### config.mk
export PLATFORM = sky130hd
export DESIGN_NAME = rv64g_reg_lock_tracker
export DESIGN_NICKNAME = d
export VERILOG_FILES = /design/src/rtl/rv64g_pkg.sv /design/src/rtl/rv64g_lock_counter.sv /design/src/rtl/rv64g_reg_lock_tracker.sv
export SDC_FILE = /design/constraint.sdc
export NUM_CORES = 1
export LEC_CHECK = 0
export ABC_AREA = 1
export BUFFER_PORTS_ARGS = -buffer_cell sky130_fd_sc_hd__buf_2
export CAP_MARGIN = 0
export CORE_MARGIN = 10
export CORE_UTILIZATION = 58
export DETAILED_ROUTE_END_ITERATION = 6
export GPL_ROUTABILITY_DRIVEN = 0
export HOLD_SLACK_MARGIN = 0.12
export PLACE_DENSITY = 0.76
export SYNTH_ARGS = -nofsm -noshare
export SYNTH_HDL_FRONTEND = slang
export SYNTH_SLANG_ARGS = --single-unit
### constraint.sdc
create_clock -name clk_i -period 6.6 [get_ports clk_i]
set_input_delay 0 -clock clk_i [delete_from_list [all_inputs] [get_ports clk_i]]
set_output_delay 0 -clock clk_i [all_outputs]
set_load 0.02 [all_outputs]
### src/rtl/rv64g_pkg.sv
// rv64g_pkg: shared register-file sizing and index/counter types
package rv64g_pkg;
  localparam int NUM_REGS = 64;
  localparam int NUM_OUTSTANDING = 4;
  typedef logic [$clog2(NUM_REGS)-1:0] reg_idx_t;
  typedef logic [$clog2(NUM_OUTSTANDING+1)-1:0] lock_cnt_t;
endpackage

### src/rtl/rv64g_lock_counter.sv
// rv64g_lock_counter: saturating up/down count of outstanding writes to one register
module rv64g_lock_counter
  import rv64g_pkg::*;
#(
  parameter int NOS = NUM_OUTSTANDING,
  localparam int CW = $clog2(NOS + 1)
) (
  input  logic          clk_i,
  input  logic          arst_i,
  input  logic          inc_i,
  input  logic          dec_i,
  input  logic          clear_i,
  output logic [CW-1:0] cnt_o,
  output logic          nonzero_o,
  output logic          full_o,
  output logic          underflow_o
);
  logic up, dn;
  assign full_o = cnt_o == CW'(NOS);
  assign nonzero_o = |cnt_o;
  assign up = inc_i & ~dec_i & ~full_o;
  assign dn = dec_i & ~inc_i & nonzero_o;
  // a same-cycle lock cancels the writeback, so only a lone unlock can underflow
  assign underflow_o = dec_i & ~inc_i & ~nonzero_o;
  always_ff @(posedge clk_i or posedge arst_i)
    if (arst_i) cnt_o <= '0;
    else if (clear_i) cnt_o <= '0;
    else if (up) cnt_o <= cnt_o + 1'b1;
    else if (dn) cnt_o <= cnt_o - 1'b1;
endmodule

### src/rtl/rv64g_reg_lock_tracker.sv
// rv64g_reg_lock_tracker: per-register outstanding-write scoreboard driving the launcher's locks vector.
// Define RV64G_REG_LOCK_TRACKER_ERR_EN to build the sticky protocol-error flag.
module rv64g_reg_lock_tracker
  import rv64g_pkg::*;
#(
  parameter int NR  = NUM_REGS,
  parameter int NOS = NUM_OUTSTANDING,
  parameter int RW  = $clog2(NR)
) (
  input  logic          clk_i,
  input  logic          arst_i,
  input  logic          clear_i,
  input  logic          lock_valid_i,
  input  logic [RW-1:0] lock_rd_i,
  output logic          lock_ready_o,
  input  logic          unlock_valid_i,
  input  logic [RW-1:0] unlock_rd_i,
  output logic [NR-1:0] locks_o,
  output logic          busy_o,
  output logic          err_o
);
  localparam int CW = $clog2(NOS + 1);
  logic [NR-1:0] inc, dec, full, uf;
  logic [NR-1:0][CW-1:0] cnt;
  logic lock_fire, unused_sig;
  assign full[0] = 1'b0;
  assign uf[0] = 1'b0;
  assign cnt[0] = '0;
  assign locks_o[0] = 1'b0;
  assign lock_ready_o = ~full[lock_rd_i];
  assign lock_fire = lock_valid_i & lock_ready_o;
  assign inc = NR'(lock_fire) << lock_rd_i;
  assign dec = NR'(unlock_valid_i) << unlock_rd_i;
  assign busy_o = |locks_o;
  for (genvar r = 1; r < NR; r++) begin : g_cnt
    rv64g_lock_counter #(.NOS(NOS)) u_cnt (
      .clk_i      (clk_i),
      .arst_i     (arst_i),
      .inc_i      (inc[r]),
      .dec_i      (dec[r]),
      .clear_i    (clear_i),
      .cnt_o      (cnt[r]),
      .nonzero_o  (locks_o[r]),
      .full_o     (full[r]),
      .underflow_o(uf[r])
    );
  end
`ifdef RV64G_REG_LOCK_TRACKER_ERR_EN
  assign unused_sig = ^{cnt, inc[0], dec[0]};
  always_ff @(posedge clk_i or posedge arst_i)
    if (arst_i) err_o <= 1'b0;
    else if (clear_i) err_o <= 1'b0;
    else err_o <= err_o | (|uf) | (lock_valid_i & ~lock_ready_o);
`else
  assign unused_sig = ^{cnt, inc[0], dec[0], uf};
  assign err_o = 1'b0;
`endif
endmodule

==> results.yml <==
hold_path:
  worstHoldPathCells: 6
  hold-path-endpoint: "g_cnt[21].u_cnt.cnt_o[2]"
  min_from: "unlock_rd_i[4]"
  min_path_type: "in2reg"
timing:
  hold_viol_final: 0
  period_needed_ps: 3436
  worst_pin_slew_ps: 1081
  maxSlewHeadroom: 0.2791
  min_period_over_period: 0.5206
  finalSetupViolCount: 0
  final-max-slew-violation-count: 0
  rsz0062_at_grt: "no"
  clock_skew_ps: 10.63
  fin_tns_setup_ps: 0
  finalWorstSetupSlack_ps: 3164
  fmax_mhz: 291.0
global_routing:
  gr-total-overflow: 0
  grt_pass1_vias: 14062
  grt_pass1_wl_um: 74120
  grt_max_degree: 138
  grt_use_total: 0.2729
  antenna_found_initial: 3
layout:
  finalNetCount: 2197
  regMostFlops: "g_cnt.u_cnt.cnt_o"
  top_regs: "g_cnt.u_cnt.cnt_o x189"
  fin_area_um2: 16130
  syn2layout_area_growth_pct: 4.721
  drive_gt1_frac: 0.07562
  final_util: 0.6188
  largest_reg_flops: 189
clock_tree:
  cts_inserted_buffers: 17
  cts-root-buf: "clkbuf_16"
  htreeDepth: 4
  tritoncts: "built"
  numClockSinks: 189
  insertion_delay_ps: 440
  clock_path_buffers: 2
  cts_resized: 0
  cts.clk_slew.worst_paths_ps: 70
worst_setup_path:
  critPathRequiredTime_ps: 6940
  endpoint_kind: "flip-flop"
  crit_type: "in2reg"
  rr_endpoint: "g_cnt[16].u_cnt.cnt_o[2]"
  startpoint_type: "input pin"
  crit_fanout: 46
  regToRegStartpoint: "g_cnt[62].u_cnt.cnt_o[1]"
  rrSetupSlack_ps: 3340
  reg2regPathDepth: 23
  startpoint: "lock_rd_i[3]"
  worstPathArrival_ps: 3780
floorplanning:
  dieArea_um2: 33470
  die_y_um: 182.9
  core_um2: 26060
  io_pins: 84
  num_rows: 59
  fp.dieW_um: 182.9
  start_util: 0.5909
detailed_routing:
  drtIter0Drc: 1783
  drc: 6
  antenna_left: 0
  via_count: 14812
  wl_um: 46400
  drt-pass1-iter-count: 7
  wl_per_cell_um: 18.83
  avgViaCountPerCell: 6.009
status:
  violations: "design-rule violations"
  status: "complete, but fails checks"
synthesis:
  synth_xor_area_frac: 0.06427
  ys_ff_latch: 189
  synth-compound-area-share: 0.04298
  ys_seq_area_frac: 0.3071
  synth_area_um2: 15400
  synth_top_area_share: 0.3071
  synthMuxAreaShare: 0
  yosys.area.top_type: "dfrtp_1"
  yosys.area_share.simple: 0.3626
  synth_top_family_by_area: "simple AND/OR/NAND/NOR gates"
  synth_fa_ha_area_frac: 0.08190
  synth_area_leaders: "dfrtp_1 31%, nand3_1 10%, nand2_1 9.6%"
  synth.cells.most_frequent: "392 x nand2_1, 344 x inv_1, 311 x nand3_1, 189 x dfrtp_1, 185 x nor2_1"
  synth_edf_count: 0
  synth.most_common_cell: "nand2_1"
  ys_types: 38
  avgSynthCellArea_um2: 7.175
  synth_ff_type: "dfrtp_1"
  syn_inst: 2146
  synth_warnings: 0
  synth-async-reset-ratio: 1.000
placement:
  io_buffers: 81
  dp_slack_ps: 2827
  hpwlAfterDp_um: 32620
  place_area_um2: 15470
power:
  ir_drop_mv: 0.2029
  powerDensity_nw_per_um2: 217.7
  p_leak_nw: 7.776
flow_run:
  max_cap_violations: 0
## stage by stage
stage	power (mW)	std cells	hold WS, ps
3_3_place_gp	2.304	2432	268.2
3_5_place_dp	2.336	2432	270.5
2_1_floorplan	2.140	2147	226.3
5_1_grt	3.683	2464	220.0
4_1_cts	3.505	2464	172.0
6_report	3.511	2465	193.7
## critical path: stages
cell      delay, ps
buf_2           100
buf_4           320
inv_1           560
buf_4           480
nand3_1         120
nand2_1          70
nand2_1          50
nand2_1          90
inv_2            40
nand2_4         110
nand4_2         160
nor2_4          430
nand3_1         180
a211oi_1        280
fa_1            460
nor2_1          100
nand2_1          80
o21ai_0         110
## report_power, final
group,switching (mW),leakage [nW],internal [mW]
clock,0.498,0.310,0.678
sequential,0.0989,2.53,1.26
combinational,0.663,4.94,0.316
total,1.26,7.78,2.25
## logic make-up (layout without fill, tap and decap cells)
logic type | count (synthesis) | count (layout)
other | 1 | 3
XOR/XNOR | 113 | 113
flip-flops | 189 | 189
buffers and inverters | 491 | 473
adder cells (fa/ha/maj) | 63 | 63
AND/OR/NAND/NOR | 1166 | 1166
AO/OA/AOI/OAI | 123 | 123
## worst max-delay path by stage
stage                                     endpoint  depth (start not counted)  slack (ps)
final                     g_cnt[13].u_cnt.cnt_o[1]                         18        3160
after global routing       g_cnt[5].u_cnt.cnt_o[2]                         19        2900
after CTS                 g_cnt[13].u_cnt.cnt_o[1]                         18        3300
after detailed placement  g_cnt[13].u_cnt.cnt_o[1]                         18        2830
after global placement    g_cnt[13].u_cnt.cnt_o[2]                         19        3000
after floorplan           g_cnt[10].u_cnt.cnt_o[0]                          1        1460
## metal layers
layer	share of wire	GRT usage
met5	0.00047	0
met1	0.39	0.3446
met2	0.46	0.4342
met4	0.046	0.1340
met3	0.10	0.06240
## final cells by class
type / count / area [um2]
fill: 2345 / 9933
multi-input combinational: 1467 / 8509
sequential: 189 / 4730
inverter: 350 / 1330
timing repair buffer: 92 / 493.0
clock buffer: 19 / 432.9
tap: 335 / 419.2
clock inverter: 12 / 209.0
antenna: 1 / 2.502
## layout by cell type (no fill, tap or decap), types with 2 or more instances in the layout
cell / instances
a211oi_1: 11
a21oi_1: 40
a21oi_2: 5
and3_1: 2
buf_2: 80
buf_4: 11
bufinv_16: 5
clkbuf_1: 2
clkbuf_16: 17
clkinv_1: 2
clkinv_2: 2
conb_1: 2
dfrtp_1: 189
fa_1: 63
inv_1: 343
inv_6: 4
inv_8: 2
nand2_1: 392
nand3_1: 311
nand3_2: 3
nand3b_1: 24
nand4_1: 158
nand4_2: 3
nand4_4: 3
nor2_1: 183
nor2_2: 8
nor2_4: 5
nor3_1: 53
nor3_4: 5
nor4_1: 12
o21ai_0: 58
o21ai_1: 9
xnor2_1: 65
xor2_1: 48
## what timing repair did
| action | 4_1_cts | 5_1_grt |
|---|---|---|
| buffers inserted | 0 | 0 |
| hold buffers | 1 | 0 |
| hold endpoints to repair | 122 | 0 |
(Power assumes the default switching activity.)
